`src/rtl/msg_defs_pkg.sv`:
```
// Shared message-path definitions: header layout constants, the effective-length rule,
// and the FSM state type used by both the transmit header mux and the receiver.
package msg_defs_pkg;

  localparam logic [7:0] SYNC_BYTE_LO      = 8'h34;
  localparam logic [7:0] SYNC_BYTE_HI      = 8'h12;
  localparam int         HEADER_BYTE_COUNT = 8;

  localparam logic [2:0] HDR_IDX_SYNC_LO  = 3'd0;
  localparam logic [2:0] HDR_IDX_SYNC_HI  = 3'd1;
  localparam logic [2:0] HDR_IDX_COUNT_LO = 3'd2;
  localparam logic [2:0] HDR_IDX_COUNT_HI = 3'd3;
  localparam logic [2:0] HDR_IDX_ID_LO    = 3'd4;
  localparam logic [2:0] HDR_IDX_ID_HI    = 3'd5;
  localparam logic [2:0] HDR_IDX_SEQ_LO   = 3'd6;
  localparam logic [2:0] HDR_IDX_SEQ_HI   = 3'd7;

  typedef enum logic [2:0] {
    ST_IDLE        = 3'd0,
    ST_HEADER_WAIT = 3'd1,
    ST_HEADER_HOLD = 3'd2,
    ST_DATA_READ   = 3'd3,
    ST_DATA_WAIT   = 3'd4,
    ST_DATA_HOLD   = 3'd5,
    ST_MSG_DONE    = 3'd6
  } msg_state_e;

  // A message is never shorter than its header, whatever the byte-count field says.
  function automatic logic [15:0] msg_eff_len(input logic [15:0] byte_count);
    return (byte_count < 16'(HEADER_BYTE_COUNT)) ? 16'(HEADER_BYTE_COUNT) : byte_count;
  endfunction

endpackage

```
`src/rtl/msg_header_rom.sv`:
```
// Combinational 8:1 select of the latched header fields, little-endian, by byte index.
module msg_header_rom
  import msg_defs_pkg::*;
(
  input  logic [2:0]  byte_idx,
  input  logic [15:0] byte_count,
  input  logic [15:0] message_id,
  input  logic [15:0] seq_num,
  output logic [7:0]  hdr_byte
);

  always_comb begin
    hdr_byte = SYNC_BYTE_LO;
    case (byte_idx)
      HDR_IDX_SYNC_HI:  hdr_byte = SYNC_BYTE_HI;
      HDR_IDX_COUNT_LO: hdr_byte = byte_count[7:0];
      HDR_IDX_COUNT_HI: hdr_byte = byte_count[15:8];
      HDR_IDX_ID_LO:    hdr_byte = message_id[7:0];
      HDR_IDX_ID_HI:    hdr_byte = message_id[15:8];
      HDR_IDX_SEQ_LO:   hdr_byte = seq_num[7:0];
      HDR_IDX_SEQ_HI:   hdr_byte = seq_num[15:8];
      default:          hdr_byte = SYNC_BYTE_LO;
    endcase
  end

endmodule

```
`src/rtl/msg_header_mux.sv`:
```
// Sends an 8-byte header then payload RAM bytes to the serializer; first LoadByte 1 cycle after Start,
// SerialReady low stalls in the wait states. Define MSG_AUTO_SEQ_EN to use an internal sequence counter.
module msg_header_mux
  import msg_defs_pkg::*;
#(
  parameter int DATA_ADDR_WIDTH = 8
) (
  input  logic                       Clock,
  input  logic                       Clear,
  input  logic                       Start,
  input  logic [15:0]                MessageID,
  input  logic [15:0]                SequenceNumber,
  input  logic [15:0]                ByteCount,
  output logic                       Busy,
  output logic                       MessageSent,
  output logic [7:0]                 MessageByte,
  output logic                       LoadByte,
  input  logic                       SerialReady,
  output logic [DATA_ADDR_WIDTH-1:0] DataAddr,
  input  logic [7:0]                 DataByte
);

  localparam logic [15:0] HDR_LEN = 16'(HEADER_BYTE_COUNT);

  msg_state_e                 state_q, state_d;
  logic [15:0]                msg_id_q, msg_id_d;
  logic [15:0]                byte_count_q, byte_count_d;
  logic [15:0]                seq_q, seq_d;
  logic [15:0]                sent_count_q, sent_count_d;
  logic                       busy_q, busy_d;
  logic                       msg_sent_q, msg_sent_d;
  logic                       load_q, load_d;
  logic [7:0]                 msg_byte_q, msg_byte_d;
  logic [DATA_ADDR_WIDTH-1:0] data_addr_q, data_addr_d;
  logic [7:0]                 hdr_byte;
  logic [15:0]                eff_len;

`ifdef MSG_AUTO_SEQ_EN
  logic unused_seq_in;
  assign unused_seq_in = ^SequenceNumber;
`endif

  assign eff_len = msg_eff_len(byte_count_q);

  msg_header_rom u_hdr_rom (
    .byte_idx   (sent_count_q[2:0]),
    .byte_count (byte_count_q),
    .message_id (msg_id_q),
    .seq_num    (seq_q),
    .hdr_byte   (hdr_byte)
  );

  always_comb begin
    state_d      = state_q;
    msg_id_d     = msg_id_q;
    byte_count_d = byte_count_q;
    seq_d        = seq_q;
    sent_count_d = sent_count_q;
    busy_d       = busy_q;
    msg_sent_d   = 1'b0;
    load_d       = 1'b0;
    msg_byte_d   = msg_byte_q;
    data_addr_d  = data_addr_q;
    case (state_q)
      ST_IDLE: begin
        if (Start) begin
          msg_id_d     = MessageID;
          byte_count_d = ByteCount;
`ifdef MSG_AUTO_SEQ_EN
          seq_d        = seq_q;
`else
          seq_d        = SequenceNumber;
`endif
          sent_count_d = 16'd0;
          data_addr_d  = '0;
          busy_d       = 1'b1;
          state_d      = ST_HEADER_WAIT;
        end
      end
      ST_HEADER_WAIT: begin
        if (SerialReady) begin
          msg_byte_d   = hdr_byte;
          load_d       = 1'b1;
          sent_count_d = sent_count_q + 16'd1;
          state_d      = ST_HEADER_HOLD;
        end
      end
      // Holdoff cycles give the serializer time to drop SerialReady after a load.
      ST_HEADER_HOLD: begin
        if (sent_count_q < HDR_LEN)      state_d = ST_HEADER_WAIT;
        else if (eff_len == HDR_LEN)     state_d = ST_MSG_DONE;
        else                             state_d = ST_DATA_READ;
      end
      ST_DATA_READ: state_d = ST_DATA_WAIT;
      ST_DATA_WAIT: begin
        if (SerialReady) begin
          msg_byte_d   = DataByte;
          load_d       = 1'b1;
          sent_count_d = sent_count_q + 16'd1;
          data_addr_d  = data_addr_q + 1'b1;
          state_d      = ST_DATA_HOLD;
        end
      end
      ST_DATA_HOLD: state_d = (sent_count_q == eff_len) ? ST_MSG_DONE : ST_DATA_READ;
      ST_MSG_DONE: begin
        msg_sent_d = 1'b1;
        busy_d     = 1'b0;
        state_d    = ST_IDLE;
`ifdef MSG_AUTO_SEQ_EN
        seq_d      = seq_q + 16'd1;
`else
        seq_d      = seq_q;
`endif
      end
      default: begin
        busy_d  = 1'b0;
        state_d = ST_IDLE;
      end
    endcase
  end

  always_ff @(posedge Clock or negedge Clear) begin
    if (!Clear) begin
      state_q      <= ST_IDLE;
      msg_id_q     <= 16'd0;
      byte_count_q <= 16'd0;
      seq_q        <= 16'd0;
      sent_count_q <= 16'd0;
      busy_q       <= 1'b0;
      msg_sent_q   <= 1'b0;
      load_q       <= 1'b0;
      msg_byte_q   <= 8'd0;
      data_addr_q  <= '0;
    end else begin
      state_q      <= state_d;
      msg_id_q     <= msg_id_d;
      byte_count_q <= byte_count_d;
      seq_q        <= seq_d;
      sent_count_q <= sent_count_d;
      busy_q       <= busy_d;
      msg_sent_q   <= msg_sent_d;
      load_q       <= load_d;
      msg_byte_q   <= msg_byte_d;
      data_addr_q  <= data_addr_d;
    end
  end

  assign Busy        = busy_q;
  assign MessageSent = msg_sent_q;
  assign LoadByte    = load_q;
  assign MessageByte = msg_byte_q;
  assign DataAddr    = data_addr_q;

endmodule

```
`config.mk`:
```
export PLATFORM = sky130hd
export DESIGN_NAME = msg_header_mux
export DESIGN_NICKNAME = d
export VERILOG_FILES = /design/src/rtl/msg_defs_pkg.sv /design/src/rtl/msg_header_rom.sv /design/src/rtl/msg_header_mux.sv
export SDC_FILE = /design/constraint.sdc
export NUM_CORES = 1
export LEC_CHECK = 0
export BUFFER_PORTS_ARGS = -buffer_cell sky130_fd_sc_hd__buf_2
export CORE_MARGIN = 2
export CORE_UTILIZATION = 40
export CTS_CLUSTER_DIAMETER = 150
export CTS_CLUSTER_SIZE = 12
export DETAILED_ROUTE_END_ITERATION = 8
export GPL_TIMING_DRIVEN = 0
export MAX_ROUTING_LAYER = met4
export SLEW_MARGIN = 25
export SYNTH_ARGS = -nofsm -noshare
export SYNTH_HDL_FRONTEND = slang
export SYNTH_SLANG_ARGS = --single-unit
export TNS_END_PERCENT = 100
```
`constraint.sdc`:
```
create_clock -name Clock -period 2.95 [get_ports Clock]
set_input_delay 0.4425 -clock Clock [delete_from_list [all_inputs] [get_ports Clock]]
set_output_delay 0.4425 -clock Clock [all_outputs]
set_load 0.02 [all_outputs]
```
Yosys cells after proc, flatten, opt, wreduce, memory -nomap -nowiden
Cells that the tools add are included.
- logic and storage cells: 69
- input port bits: 60
- register bits after elaboration: 86
- output and inout bits: 19
- order comparisons: 2
- reduce and logical (&&, ||, !) cells: 12
- bitwise operators: 1
- muxes and demuxes: 23
- $add $sub $neg: 2
- equal/unequal tests: 19
- operators by type and width (kind ; number):
    one-hot mux 8 bit (7 select lines) ; 1
    2-to-1 mux 16 bit ; 3
    < comparator 16 x 4 -> 1 bit (second input constant) ; 2
    2-to-1 mux 8 bit ; 4
    one-hot mux 16 bit (2 select lines) ; 1
    one-hot mux 8 bit (2 select lines) ; 2
    == test 3 bit (second input constant) ; 7
    2-to-1 mux 3 bit ; 6
    one-hot mux 3 bit (6 select lines) ; 1
    adder 16 x 1 -> 16 bit (second input constant) ; 1
    == test 16 bit ; 1
    == test 16 x 4 -> 1 bit (second input constant) ; 1
    == test 3 x 2 -> 1 bit (second input constant) ; 4
    AND reduction 3 bit ; 4
    adder 8 x 1 -> 8 bit (second input constant) ; 1
    == test 3 x 1 -> 1 bit (second input constant) ; 2
    != test 2 bit (second input constant) ; 3
    nonzero test 2 bit ; 3
    OR reduction 5 bit ; 1
    2-to-1 mux 1 bit ; 4
    AND reduction 2 bit ; 2
    logical NOT 3 bit ; 1
    != test 2 x 1 -> 1 bit (second input constant) ; 1
    one-hot mux 1 bit (2 select lines) ; 1
    other kinds (2) ; 2

Longest topological paths before layout
Gate-level depths: netlist of run 1.
- word-level depth: 6
- mapped depth: 9

Modules after synthesis
Synthesis of run 1 repeated with hierarchy kept, for this count alone.
- cells, all modules: 506
- area, all modules: 4450.5 µm²
- modules (own cells, without submodules) (module ; area an instance (µm²) ; sequential area each (µm²) ; cells each ; times used):
    msg_header_mux ; 3966.3 ; 2152.1 ; 445 ; 1
    msg_header_rom ; 484.2 ; 0.0 ; 61 ; 1

Worst setup path before layout of run 1
Ideal clock, no wire load.
- kind: flip-flop to flip-flop
- start point: reg sent_count_q[1]
- end point: reg msg_byte_q[3] (netlist: MessageByte[3])
- path slack: 1.109 ns
- stages on the path, launching flop included: 10
- path buffers: 1
- data required time: 2.819 ns
- arrival: 1.710 ns
- library setup time: 0.131 ns
- cells stage by stage: dfrtp_1 > inv_1 > ha_1 > clkbuf_1 > a222oi_1 > a21oi_1 > a221oi_1 > nor2_1 > a21oi_1 > o21ai_0
- cells in the longest elaborated chain, start to end: 4
- elaborated cells between the ends (all ways): 10
- RTL lines (what ; RTL line ; RTL):
    start: declaration ; msg_header_mux.sv:29 ; logic [15:0] sent_count_q, sent_count_d;
    start signal: assignment ; msg_header_mux.sv:139 ; sent_count_q <= sent_count_d;
    == test 3 bit, or another cell as far along ; msg_header_rom.sv:14 ; case (byte_idx)
    one-hot mux 8 bit (7 select lines) * ; msg_header_rom.sv:14 ;
    2-to-1 mux 8 bit * ; msg_header_mux.sv:81 ; if (SerialReady) begin
    one-hot mux 8 bit (2 select lines) * ; msg_header_mux.sv:64 ; case (state_q)
    end signal: assignment ; msg_header_mux.sv:143 ; msg_byte_q <= msg_byte_d;
    end: declaration ; msg_header_mux.sv:33 ; logic [7:0] msg_byte_q, msg_byte_d;
Mark *: on every way between the ends. The rest lies on a longest branch, timed or not. The select of a mux whose other input is x is not followed.
A chain may end at the register's enable or synchronous reset.

Worst setup path in the final report of run 1
- start point: reg sent_count_q[1]
- end point: reg msg_byte_q[7] (netlist: MessageByte[7])
Same word-level chain as after synthesis.

==> impl_summary.log, run 1 <==
[metrics] status: finished, final reports clean
[metrics] Syn Nets: between 400 and 500
[metrics] initial antenna violation count: 0
[metrics] Row Count: 37
[metrics] clock latency of the later-clocked register in the worst-skew pair: 0.37 ns
[metrics] Mapped Area: between 4000 and 5000 µm²
[metrics] total leakage power: between 2 and 2.5 nW
[metrics] die area: around 12000 µm²
[metrics] area fraction in compound gates after synthesis: roughly an eighth
[metrics] Avg Cell Area, Syn: ~11 µm²
[metrics] clock root cell: sky130_fd_sc_hd__clkbuf_8
[metrics] DR iter-0 viols: about 190
[metrics] DP HPWL: 7971 µm
[metrics] total gr overflow: 0
[metrics] Final setup viols: 0
[metrics] DR pass1 iterations: 4
[metrics] adder-cell share of the synthesized area: a little over 2%
[metrics] clock-pin transition on the worst setup and hold timing paths: 0.10 ns
[metrics] startpoint type of the worst setup path: flip-flop
[metrics] number of flip-flops and latches in the synthesized netlist: between 80 and 90
[metrics] count of flip-flops with a built-in enable after synthesis: 0
[metrics] top cell type's share of synthesized area: 50.22%
[metrics] share of flip-flops with an asynchronous set or reset after synthesis: 100.0%
[metrics] # DRC: 0
[metrics] total CTS buffers: 9
[metrics] Peak supply drop: around 0.00048 V
[metrics] power after layout: between 4 and 5 mW
[metrics] most common cell in the netlist: sky130_fd_sc_hd__dfrtp_1
[metrics] Synth area leaders: sky130_fd_sc_hd__dfrtp_1, sky130_fd_sc_hd__mux2_2, sky130_fd_sc_hd__xnor2_1
[metrics] largest family of logic cells by synthesized area: simple AND/OR/NAND/NOR gates
[metrics] final estimated routing congestion in global placement: between 0.9 and 1
[metrics] library cell contributing the largest single delay on the critical path: sky130_fd_sc_hd__dfrtp_1
[metrics] postcts setup bufs: 0
[metrics] average routed wire per standard cell: 17.63 µm
[metrics] multiplexer share of the synthesized area: 13.14%
[metrics] count of input and output buffers: 78
[metrics] post-synthesis cell type with the largest combined area: sky130_fd_sc_hd__dfrtp_1
[metrics] area share of and/or/nand/nor cells after synthesis: 13.49%
[metrics] register-to-register setup slack: 0.37 ns
[metrics] via count of the first global-routing pass: approximately 3300
[metrics] Tightest Pin Transition: between 0.6 and 0.7 ns
[metrics] Buf/Inv on CP: 2
[metrics] CTS tree: built
[metrics] XOR/XNOR Fraction of Synth Area: 5.723%
[metrics] synth unique cells: 50
[metrics] portion of the post-synthesis area used by sequential elements: 50.22%
[metrics] antenna-violating nets left: 0
[metrics] worst setup skew after layout: roughly 0.014 ns
[metrics] startpoint of the lowest-slack register-to-register path: sent_count_q[1]$_DFFE_PN0P_
[metrics] max_slew headroom: a little under three fifths
[metrics] area growth from synthesis to final layout: 18.10%
[metrics] Post-Route WL: approximately 11000 µm
[metrics] first-pass GRT wire length: ~18000 µm
[metrics] number of fillers in the final layout: just over 1000
[metrics] via-per-instance ratio: about 5.5
[metrics] top post-synthesis cells by count: sky130_fd_sc_hd__dfrtp_1, sky130_fd_sc_hd__mux2_2, sky130_fd_sc_hd__a21oi_1
[metrics] number of nets at the end of the flow: ~550
[metrics] IO Count: between 70 and 80
[metrics] Max-cap violations: 0
[metrics] total count of max-transition violations in the final report: 0
[metrics] Final min period: roughly 2.6 ns
[metrics] diode count: 0
[metrics] clk sinks: between 80 and 90
[metrics] DR vias: approximately 3400
[metrics] endpoint type of the worst setup path: flip-flop
[metrics] die width: between 100 and 150 µm
[metrics] gr usage total: between 20% and 30%
[metrics] required arrival time at the worst endpoint: roughly 3.2 ns
[metrics] final setup TNS: 0 ns
[metrics] CTS H-tree lvls: 3
[metrics] critical path launch point: sent_count_q[1]$_DFFE_PN0P_
[metrics] kind of cell adding the most delay to the critical path: compound AO/OA/AOI/OAI gates
[metrics] core box area: between 10000 and 15000 µm²
[metrics] stage delay of the slowest cell on the critical path: approximately 0.51 ns
[metrics] category of the critical setup timing path: reg -> reg
[metrics] RSZ-0062 raised after global routing: no
[metrics] most used flip-flop cell after synthesis: sky130_fd_sc_hd__dfrtp_1
[metrics] largest net degree at the start of global routing: 58
[metrics] start point of the worst min-delay path: ByteCount[7]
[metrics] die span in y: between 100 and 150 µm
[metrics] critical-path cell list: inv_1 > ha_1 > clkbuf_1 > a222oi_1 > a21oi_1 > a221oi_1 > nor2_1 > a21oi_1 > o21ai_0
[metrics] initial core utilization: 41.32%
[metrics] CP Data Arrival Time: 2.83 ns
[metrics] fraction of layout instances using a drive strength above 1: a little over a third
[metrics] Final Hold Fails: 0
[metrics] ratio of final minimum period to clock period: slightly below 90%
[metrics] classification of the worst-slack hold path: in -> reg
[metrics] YS warnings: 0
[metrics] maximum clock frequency: between 300 and 400 MHz
[metrics] Clock Tree Buf Depth: 2
[metrics] CP dominant cell by count: sky130_fd_sc_hd__a21oi_1
[metrics] maximum fanout along the worst path: 10
[metrics] power density cells: 957.4 nW/µm²
[metrics] cell count after synthesis: just under 400
## what timing repair did
action / in CTS / in global routing
endpoints found under the hold margin: 29 / 0
resized for setup: 0 / 0
hold buffers: 1 / 0
## metrics by stage
| step | hold slack [ns] | util, % | std cells | worst slack, ns | area, µm² |
|---|---|---|---|---|---|
| floorplan | 0.1469 | - | 387 | 1.109 | 4285 |
| global placement | 0.4620 | 46.73 | 601 | 0.4433 | 4846 |
| detailed placement | 0.3404 | 47.06 | 602 | 0.3843 | 4880 |
| CTS | 0.2859 | 48.81 | 618 | 0.3646 | 5061 |
| global route | 0.2871 | 48.81 | 618 | 0.1918 | 5061 |
| finish | 0.2895 | 48.81 | 618 | 0.3672 | 5061 |
## cell families after synthesis
kind of cell               after synthesis
adders and majority gates                7
muxes                                   50
xor gates and xnor gates                28
buffers and inverters                   30
and+or+nand+nor                        104
AOI/OAI and AO/OA                       82
DFF                                     86
## path summary, 6_finish.rpt
check | end | cells past startpoint
worst min-delay path | byte_count_q[7]$_DFFE_PN0P_ | 2
max in group asynchronous | seq_q[2]$_DFFE_PN0P_ | 3
worst max-delay path | MessageByte[7]$_DFFE_PN0P_ | 9
worst min register to register | Busy$_DFFE_PN0P_ | 1
min in group asynchronous | DataAddr[5]$_DFFE_PN0P_ | 2
worst max register to register | MessageByte[7]$_DFFE_PN0P_ | 9
## worst register-to-register path, stage by stage (launching register included)
cell and delay (ns):
sky130_fd_sc_hd__dfrtp_1 0.51, sky130_fd_sc_hd__inv_1 0.18, sky130_fd_sc_hd__ha_1 0.24, sky130_fd_sc_hd__clkbuf_1 0.27
sky130_fd_sc_hd__a222oi_1 0.47, sky130_fd_sc_hd__a21oi_1 0.13, sky130_fd_sc_hd__a221oi_1 0.38, sky130_fd_sc_hd__nor2_1 0.08
sky130_fd_sc_hd__a21oi_1 0.12, sky130_fd_sc_hd__o21ai_0 0.08
## layer usage
metal / vias to the layer above / track usage (%) / part of all wire [%] / wire length, µm
li1: 1601 / - / - / -
met1: 1690 / 28.15 / 46 / 5059
met2: 91 / 32.12 / 48 / 5224
met3: 14 / 3.511 / 4.2 / 459
met4: 0 / 5.769 / 1.4 / 149
met5: - / - / 0 / 0
## area by class of cell
type / count / area (µm²) / area share [%]
plain buffers: 23 / 108.9 / 2.151
clock buffers: 9 / 123.9 / 2.447
clock inverters: 6 / 47.55 / 0.9394
inverters: 7 / 26.28 / 0.5192
multi-input cells: 271 / 1998 / 39.48
flip-flops and latches: 86 / 2152 / 42.52
well taps: 136 / 170.2 / 3.362
repair buffers: 80 / 434.2 / 8.578
## where the power goes
| part | internal (mW) | switching (mW) | total, mW |
|---|---|---|---|
| clock network | 0.305 | 0.462 | 0.767 |
| logic | 0.961 | 1.08 | 2.04 |
| registers | 1.63 | 0.401 | 2.04 |
| total | 2.90 | 1.95 | 4.85 |
## cell usage in the layout (no fill, tap or decap), types with 5 or more instances in the layout
master	instances
sky130_fd_sc_hd__nand4_1	8
sky130_fd_sc_hd__ha_1	7
sky130_fd_sc_hd__inv_1	7
sky130_fd_sc_hd__xnor2_1	22
sky130_fd_sc_hd__nand2_1	22
sky130_fd_sc_hd__clkbuf_8	9
sky130_fd_sc_hd__nand3_1	7
sky130_fd_sc_hd__mux2_2	49
sky130_fd_sc_hd__a221oi_1	5
sky130_fd_sc_hd__o21ai_0	21
sky130_fd_sc_hd__xor2_1	6
sky130_fd_sc_hd__a21oi_1	30
sky130_fd_sc_hd__buf_2	89
sky130_fd_sc_hd__dfrtp_1	86
sky130_fd_sc_hd__and3_1	5
sky130_fd_sc_hd__clkbuf_1	8
sky130_fd_sc_hd__a222oi_1	8
sky130_fd_sc_hd__nor3_1	5
sky130_fd_sc_hd__or3_1	7
sky130_fd_sc_hd__nor2_1	28
## registers in the layout, summed over array words and instances (netlist names)
register      flops
seq_q            16
byte_count_q     16
MessageByte       8
Busy              1
MessageSent       1
state_q           3
DataAddr          8
sent_count_q     16
LoadByte          1
msg_id_q         16
Power figures use the tool's default switching activity.
==> run 2: changes to the inputs <==
--- a/config.mk
+++ b/config.mk
@@ -11,7 +11,6 @@
 export CTS_CLUSTER_DIAMETER = 150
 export CTS_CLUSTER_SIZE = 12
 export DETAILED_ROUTE_END_ITERATION = 8
-export GPL_TIMING_DRIVEN = 0
 export MAX_ROUTING_LAYER = met4
 export SLEW_MARGIN = 25
 export SYNTH_ARGS = -nofsm -noshare
==> run 2 against run 1 <==
Design area is 0.27% lower. Setup slack improved by 0.22 ns. Wire length is 1.3% lower. Fmax increased by 9.4%. Register-to-register slack gained 0.22 ns. Clock-buffer cell count grew 1. Clock power grew 41%. Clock skew is 0.0057 ns lower. Global-route usage down 0.085 points. Critical path depth down 1.
==> impl_summary.log, run 2 (synthesis results as in run 1) <==
[metrics] status: finished, final reports clean (unchanged)
[metrics] uppermost layer routed: met4 (unchanged)
[metrics] Tightest Pin Transition: 0.6050 ns (was 0.6441 ns)
[metrics] CP dominant cell by count: sky130_fd_sc_hd__a21oi_1 (unchanged)
[metrics] Final min period: 2.362 ns (was 2.583 ns)
[metrics] startpoint type of the worst setup path: flip-flop (unchanged)
[metrics] total count of max-transition violations in the final report: 0 (unchanged)
[metrics] maximum fanout along the worst path: 16 (was 10)
[metrics] clock-pin transition on the worst setup and hold timing paths: 0.09 ns (was 0.10 ns)
[metrics] CTS H-tree lvls: 3 (unchanged)
[metrics] gr usage total: 20.60% (was 20.68%)
[metrics] DR pass1 iterations: 6 (was 4)
[metrics] Clock Tree Buf Depth: 2 (unchanged)
[metrics] classification of the worst-slack hold path: in -> async (was in -> reg)
[metrics] top library cells by usage in the layout, fill and taps aside: sky130_fd_sc_hd__dfrtp_1, sky130_fd_sc_hd__buf_2, sky130_fd_sc_hd__mux2_2 (was sky130_fd_sc_hd__buf_2, sky130_fd_sc_hd__dfrtp_1, sky130_fd_sc_hd__mux2_2)
[metrics] Cells after DPL: 583 (was 602)
[metrics] cells resized by post-CTS repair: 0 (unchanged)
[metrics] largest net degree at the start of global routing: 48 (was 58)
[metrics] area growth from synthesis to final layout: 17.78% (was 18.10%)
[metrics] fraction of layout instances using a drive strength above 1: 34.56% (was 35.06%)
[metrics] via-per-instance ratio: 5.514 (was 5.495)
[metrics] CTS tree: built (unchanged)
[metrics] most common library cell in the layout ignoring fill and taps: sky130_fd_sc_hd__dfrtp_1 (was sky130_fd_sc_hd__buf_2)
[metrics] required arrival time at the worst endpoint: 3.18 ns (was 3.20 ns)
[metrics] die area: 11560 µm² (unchanged)
[metrics] initial core utilization: 41.32% (unchanged)
[metrics] IO Count: 79 (unchanged)
[metrics] postcts setup bufs: 0 (unchanged)
[metrics] initial antenna violation count: 0 (unchanged)
[metrics] DP HPWL: 7911 µm (was 7971 µm)
[metrics] final setup TNS: 0 ns (unchanged)
[metrics] Row Count: 37 (unchanged)
[metrics] critical-path cell list: inv_1 > ha_1 > a222oi_1 > a21oi_1 > a221oi_1 > nor2_1 > a21oi_1 > o21ai_0 (was inv_1 > ha_1 > clkbuf_1 > a222oi_1 > a21oi_1 > a221oi_1 > nor2_1 > a21oi_1 > o21ai_0)
[metrics] clk sinks: 86 (unchanged)
[metrics] ratio of final minimum period to clock period: 80.05% (was 87.55%)
[metrics] antenna-violating nets left: 0 (unchanged)
[metrics] DR vias: 3303 (was 3396)
[metrics] total length of routed met2 wires: 5193 µm (was 5224 µm)
[metrics] total CTS buffers: 9 (unchanged)
[metrics] number of buffers inserted by hold repair at cts: 0 (was 1)
[metrics] total leakage power: 2.211 nW (was 2.221 nW)
[metrics] number of cells in the finished layout apart from fillers: 599 (was 618)
[metrics] diode count: 0 (unchanged)
[metrics] die width: 107.5 µm (unchanged)
[metrics] stage delay of the slowest cell on the critical path: 0.48 ns (was 0.51 ns)
[metrics] # DRC: 0 (unchanged)
[metrics] count of input and output buffers: 78 (unchanged)
[metrics] number of nets at the end of the flow: 525 (was 545)
[metrics] worst setup skew after layout: 0.008342 ns (was 0.01405 ns)
[metrics] Final Hold Fails: 0 (unchanged)
[metrics] Final setup viols: 0 (unchanged)
[metrics] endpoint type of the worst setup path: flip-flop (unchanged)
[metrics] Peak supply drop: 0.0004531 V (was 0.0004830 V)
[metrics] average routed wire per standard cell: 17.95 µm (was 17.63 µm)
[metrics] Max-cap violations: 0 (unchanged)
[metrics] clock root cell: sky130_fd_sc_hd__clkbuf_8 (unchanged)
[metrics] total gr overflow: 0 (unchanged)
[metrics] met1 layer wirelength in the final routing: 4837 µm (was 5059 µm)
[metrics] first-pass GRT wire length: 17700 µm (was 17840 µm)
[metrics] register-to-register setup slack: 0.59 ns (was 0.37 ns)
[metrics] clock latency of the later-clocked register in the worst-skew pair: 0.37 ns (about the same)
[metrics] power density cells: 1009 nW/µm² (was 957.4 nW/µm²)
[metrics] library cell contributing the largest single delay on the critical path: sky130_fd_sc_hd__dfrtp_1 (unchanged)
[metrics] CP Data Arrival Time: 2.59 ns (was 2.83 ns)
[metrics] DR iter-0 viols: 253 (was 188)
[metrics] core box area: 10370 µm² (unchanged)
[metrics] via count of the first global-routing pass: 3384 (was 3348)
[metrics] final estimated routing congestion in global placement: 0.8841 (was 0.9199)
[metrics] max_slew headroom: 59.67% (was 56.95%)
[metrics] die span in y: 107.5 µm (unchanged)
[metrics] Post-Route WL: 10750 µm (was 10890 µm)
[metrics] WL met3: 429 µm (was 459 µm)
[metrics] RSZ-0062 raised after global routing: no (unchanged)
[metrics] category of the critical setup timing path: reg -> reg (unchanged)
[metrics] number of fillers in the final layout: 1002 (was 1014)
[metrics] maximum clock frequency: 423.4 MHz (was 387.2 MHz)
==> run 2: metal layers <==
layer  track usage [%]  vias up
li1                  -     1559
met1             26.19     1637
met2             31.76       86
met3             3.632       21
met4             10.35        0
met5                 -        -
==> run 2: worst max-delay path: cells and delay by family (launching register included) <==
kind	cells	cell delay, ns
AOI/OAI and AO/OA	5	1.09
adders and majority gates	1	0.42
buffers and inverters	1	0.15
DFF	1	0.48
and+or+nand+nor	1	0.07
==> run 2: layout make-up <==
class                           instances  area [µm²]  area share [%]
Multi-Input combinational cell        271        2007           39.76
Inverter                                7       26.28          0.5206
Clock inverter                          6       133.9           2.652
Clock buffer                           10       127.6           2.529
Tap cell                              136       170.2           3.371
Timing Repair Buffer                   83       430.4           8.528
Sequential cell                        86        2152           42.64
==> run 2: where the power goes <==
part | switching [mW] | internal, mW | leakage [nW]
Sequential | 0.507 | 1.64 | 1.08
Combinational | 0.955 | 0.921 | 1.00
Clock | 0.427 | 0.648 | 0.130
Total | 1.89 | 3.20 | 2.21
==> run 2: metrics by stage <==
step | setup WS (ns) | utilization, % | total power [mW] | area (µm²) | hold slack [ns]
floorplan | 1.109 | - | 3.446 | 4285 | 0.1469
detailed placement | 0.5891 | 46.15 | 4.050 | 4786 | 0.4629
finish | 0.5884 | 48.67 | 5.093 | 5047 | 0.07071
global placement | 0.7689 | 46.15 | 3.981 | 4786 | 0.4628
global route | 0.3783 | 48.67 | 5.433 | 5047 | 0.1207
CTS | 0.5682 | 48.67 | 5.131 | 5047 | 0.08644
==> run 2: worst paths after layout <==
path                                             start                           end  cells past startpoint
max reg2reg                sent_count_q[0]$_DFFE_PN0P_    MessageByte[0]$_DFFE_PN0P_                      8
min reg2reg                           Busy$_DFFE_PN0P_              Busy$_DFFE_PN0P_                      1
max in group asynchronous                        Clear            LoadByte$_DFF_PN0_                      2
max                        sent_count_q[0]$_DFFE_PN0P_    MessageByte[0]$_DFFE_PN0P_                      8
min in group Clock                  SequenceNumber[10]         seq_q[10]$_DFFE_PN0P_                      2
min                                              Clear  sent_count_q[11]$_DFFE_PN0P_                      1
==> run 3: changes to the inputs <==
--- a/config.mk
+++ b/config.mk
@@ -5,6 +5,7 @@
 export SDC_FILE = /design/constraint.sdc
 export NUM_CORES = 1
 export LEC_CHECK = 0
+export ABC_AREA = 1
 export BUFFER_PORTS_ARGS = -buffer_cell sky130_fd_sc_hd__buf_2
 export CORE_MARGIN = 2
 export CORE_UTILIZATION = 40
==> constraint.sdc (replaced) <==
create_clock -name Clock -period 2.26 [get_ports Clock]
set_input_delay 0.339 -clock Clock [delete_from_list [all_inputs] [get_ports Clock]]
set_output_delay 0.339 -clock Clock [all_outputs]
set_load 0.02 [all_outputs]
==> run 3 against run 2 <==
Clock-buffer cell count unchanged. Critical path type unchanged. Sequential power up 21%. Non-clock buffer count is 4 higher. Clock skew fell by 0.0017 ns. Wire length increased by 15%. Design area increased by 7.1%. Flip-flop and latch count unchanged. Register-to-register slack worse by 0.31 ns.
==> impl_summary.log, run 3 <==
[metrics] Mapped Area: 4612 µm² (was 4285 µm²)
[metrics] ratio of final minimum period to clock period: 87.57% (was 80.05%)
[metrics] CTS H-tree lvls: 3 (unchanged)
[metrics] Post-Route WL: 12360 µm (was 10750 µm)
[metrics] share of flip-flops with an asynchronous set or reset after synthesis: 100.0% (unchanged)
[metrics] count of flip-flops with a built-in enable after synthesis: 0 (unchanged)
[metrics] IO Count: 79 (unchanged)
[metrics] power density cells: 1254 nW/µm² (was 1009 nW/µm²)
[metrics] Tightest Pin Transition: 0.5164 ns (was 0.6050 ns)
[metrics] endpoint type of the worst setup path: flip-flop (unchanged)
[metrics] Final Hold Fails: 0 (unchanged)
[metrics] diode count: 0 (unchanged)
[metrics] startpoint type of the worst setup path: flip-flop (unchanged)
[metrics] cells resized by post-CTS repair: 0 (unchanged)
[metrics] DR vias: 3976 (was 3303)
[metrics] most common library cell in the layout ignoring fill and taps: sky130_fd_sc_hd__nand2_1 (was sky130_fd_sc_hd__dfrtp_1)
[metrics] core box area: 11320 µm² (was 10370 µm²)
[metrics] Synth area leaders: sky130_fd_sc_hd__dfrtp_1, sky130_fd_sc_hd__nand2_1, sky130_fd_sc_hd__inv_1 (was sky130_fd_sc_hd__dfrtp_1, sky130_fd_sc_hd__mux2_2, sky130_fd_sc_hd__xnor2_1)
[metrics] maximum fanout along the worst path: 9 (was 16)
[metrics] clk sinks: 86 (unchanged)
[metrics] post-synthesis cell type with the largest combined area: sky130_fd_sc_hd__dfrtp_1 (unchanged)
[metrics] total leakage power: 2.765 nW (was 2.211 nW)
[metrics] maximum clock frequency: 505.3 MHz (was 423.4 MHz)
[metrics] YS warnings: 0 (unchanged)
[metrics] gr usage total: 21.60% (was 20.60%)
[metrics] die span in y: 111.4 µm (was 107.5 µm)
[metrics] top post-synthesis cells by count: sky130_fd_sc_hd__nand2_1, sky130_fd_sc_hd__dfrtp_1, sky130_fd_sc_hd__inv_1 (was sky130_fd_sc_hd__dfrtp_1, sky130_fd_sc_hd__mux2_2, sky130_fd_sc_hd__a21oi_1)
[metrics] area growth from synthesis to final layout: 17.23% (was 17.78%)
[metrics] register-to-register setup slack: 0.28 ns (was 0.59 ns)
[metrics] count of input and output buffers: 78 (unchanged)
[metrics] top library cells by usage in the layout, fill and taps aside: sky130_fd_sc_hd__nand2_1, sky130_fd_sc_hd__dfrtp_1, sky130_fd_sc_hd__buf_2 (was sky130_fd_sc_hd__dfrtp_1, sky130_fd_sc_hd__buf_2, sky130_fd_sc_hd__mux2_2)
[metrics] cell count after synthesis: 570 (was 387)
[metrics] top cell type's share of synthesized area: 46.66% (was 50.22%)
[metrics] finished layout cell area: 5406 µm² (was 5047 µm²)
[metrics] DP HPWL: 9474 µm (was 7911 µm)
[metrics] portion of the post-synthesis area used by sequential elements: 46.66% (was 50.22%)
[metrics] CTS tree: built (unchanged)
[metrics] critical-path cell list: inv_1 > ha_1 > a221oi_1 > o2111ai_1 > a22oi_1 > o21ai_1 (was inv_1 > ha_1 > a222oi_1 > a21oi_1 > a221oi_1 > nor2_1 > a21oi_1 > o21ai_0)
[metrics] classification of the worst-slack hold path: in -> reg (was in -> async)
[metrics] largest net degree at the start of global routing: 50 (was 48)
[metrics] max_slew headroom: 65.57% (was 59.67%)
[metrics] required arrival time at the worst endpoint: 2.48 ns (was 3.18 ns)
[metrics] clock latency of the later-clocked register in the worst-skew pair: 0.35 ns (was 0.37 ns)
[metrics] via-per-instance ratio: 4.976 (was 5.514)
[metrics] number of nets at the end of the flow: 718 (was 525)
[metrics] Clock Tree Buf Depth: 2 (unchanged)
[metrics] library cell contributing the largest single delay on the critical path: sky130_fd_sc_hd__dfrtp_1 (unchanged)
[metrics] DR pass1 iterations: 4 (was 6)
[metrics] synth unique cells: 41 (was 50)
[metrics] Final min period: 1.979 ns (was 2.362 ns)
[metrics] final estimated routing congestion in global placement: 0.9379 (was 0.8841)
[metrics] total count of max-transition violations in the final report: 0 (unchanged)
[metrics] most common cell in the netlist: sky130_fd_sc_hd__nand2_1 (was sky130_fd_sc_hd__dfrtp_1)
[metrics] clock root cell: sky130_fd_sc_hd__clkbuf_16 (was sky130_fd_sc_hd__clkbuf_8)
[metrics] number of fillers in the final layout: 1170 (was 1002)
[metrics] worst setup skew after layout: 0.006599 ns (was 0.008342 ns)
[metrics] category of the critical setup timing path: reg -> reg (unchanged)
[metrics] DR iter-0 viols: 240 (was 253)
[metrics] fraction of layout instances using a drive strength above 1: 20.27% (was 34.56%)
[metrics] Worst Slack Setup Final: 0.2810 ns (was 0.5884 ns)
[metrics] Post-DP Area: 5120 µm² (was 4786 µm²)
[metrics] number of buffers inserted by hold repair at cts: 1 (was 0)
[metrics] Syn Nets: 637 (was 454)
[metrics] RSZ-0062 raised after global routing: no (unchanged)
[metrics] initial core utilization: 40.74% (was 41.32%)
[metrics] Peak supply drop: 0.0006151 V (was 0.0004531 V)
[metrics] status: finished, final reports clean (unchanged)
[metrics] Avg Cell Area, Syn: 8.091 µm² (was 11.07 µm²)
[metrics] average routed wire per standard cell: 15.47 µm (was 17.95 µm)
[metrics] # DRC: 0 (unchanged)
[metrics] Final setup viols: 0 (unchanged)
[metrics] number of flip-flops and latches in the synthesized netlist: 86 (unchanged)
[metrics] total CTS buffers: 9 (unchanged)
[metrics] Row Count: 39 (was 37)
[metrics] Max-cap violations: 0 (unchanged)
[metrics] kind of cell adding the most delay to the critical path: compound AO/OA/AOI/OAI gates (unchanged)
[metrics] antenna-violating nets left: 0 (unchanged)
[metrics] Hold WS: 0.1850 ns (was 0.07071 ns)
[metrics] initial antenna violation count: 0 (unchanged)
[metrics] postcts setup bufs: 0 (unchanged)
[metrics] worst setup timing slack at the placement stage: 0.3085 ns (was 0.5891 ns)
[metrics] total gr overflow: 0 (unchanged)
[metrics] CP Data Arrival Time: 2.20 ns (was 2.59 ns)
[metrics] stage delay of the slowest cell on the critical path: 0.53 ns (was 0.48 ns)
[metrics] Buf/Inv on CP: 1 (unchanged)
[metrics] die area: 12400 µm² (was 11560 µm²)
[metrics] clock-pin transition on the worst setup and hold timing paths: 0.07 ns (was 0.09 ns)
[metrics] die width: 111.4 µm (was 107.5 µm)
[metrics] via count of the first global-routing pass: 3923 (was 3384)
[metrics] first-pass GRT wire length: 20490 µm (was 17700 µm)
[metrics] final setup TNS: 0 ns (unchanged)
[metrics] most used flip-flop cell after synthesis: sky130_fd_sc_hd__dfrtp_1 (unchanged)
run 3: power breakdown:
group | leakage (nW) | switching, mW | total [mW] | internal [mW]
combinational | 1.54 | 1.91 | 2.82 | 0.912
sequential | 1.10 | 0.464 | 2.58 | 2.11
clock | 0.121 | 0.638 | 1.39 | 0.750
run 3: area by class of cell:
cell class	instances	area (µm²)	area share (%)
Sequential cell	86	2152	39.81
Clock buffer	10	229.0	4.235
Tap cell	143	178.9	3.309
Inverter	66	250.2	4.629
Multi-Input combinational cell	401	2073	38.35
Timing Repair Buffer	87	475.5	8.794
Clock inverter	6	47.55	0.8794
run 3: tightest hold or removal path, stage by stage:
cell	delay (ns)
sky130_fd_sc_hd__buf_2	0.07
sky130_fd_sc_hd__nand2_1	0.04
sky130_fd_sc_hd__nand2_1	0.05
run 3: cells by family (layout without fill, tap and decap cells):
kind of cell	after synthesis	count (layout)	synth area share, %
XOR/XNOR	14	14	2.659
AO/OA/AOI/OAI	86	86	10.96
flip-flops	86	86	46.66
AND/OR/NAND/NOR	294	294	29.44
buffers and inverters	83	169	8.383
adder cells (fa/ha/maj)	7	7	1.899
run 3: final timing paths:
| path | startpoint | to | cells past startpoint |
|---|---|---|---|
| max | sent_count_q[2]$_DFFE_PN0P_ | MessageByte[7]$_DFFE_PN0P_ | 6 |
| min reg2reg | msg_id_q[8]$_DFFE_PN0P_ | msg_id_q[8]$_DFFE_PN0P_ | 2 |
| min in group asynchronous | Clear | sent_count_q[9]$_DFFE_PN0P_ | 2 |
| max in group asynchronous | Clear | MessageByte[3]$_DFFE_PN0P_ | 3 |
| min | SequenceNumber[2] | seq_q[2]$_DFFE_PN0P_ | 3 |
| max reg2reg | sent_count_q[2]$_DFFE_PN0P_ | MessageByte[7]$_DFFE_PN0P_ | 6 |
run 3: layer usage:
layer | vias to the layer above | track usage, % | share of wire [%]
met1 | 1851 | 27.88 | 44
li1 | 1995 | - | -
met4 | 0 | 7.490 | 1.9
met5 | - | - | 0
met2 | 110 | 35.24 | 49
met3 | 20 | 2.994 | 4.5
run 3: metrics by stage:
stage	util [%]	power, mW	std cells
floorplan	-	4.655	570
global placement	45.23	5.384	782
finish	47.76	6.781	799
CTS	47.76	6.856	799
global route	47.76	7.326	799
detailed placement	45.23	5.436	782
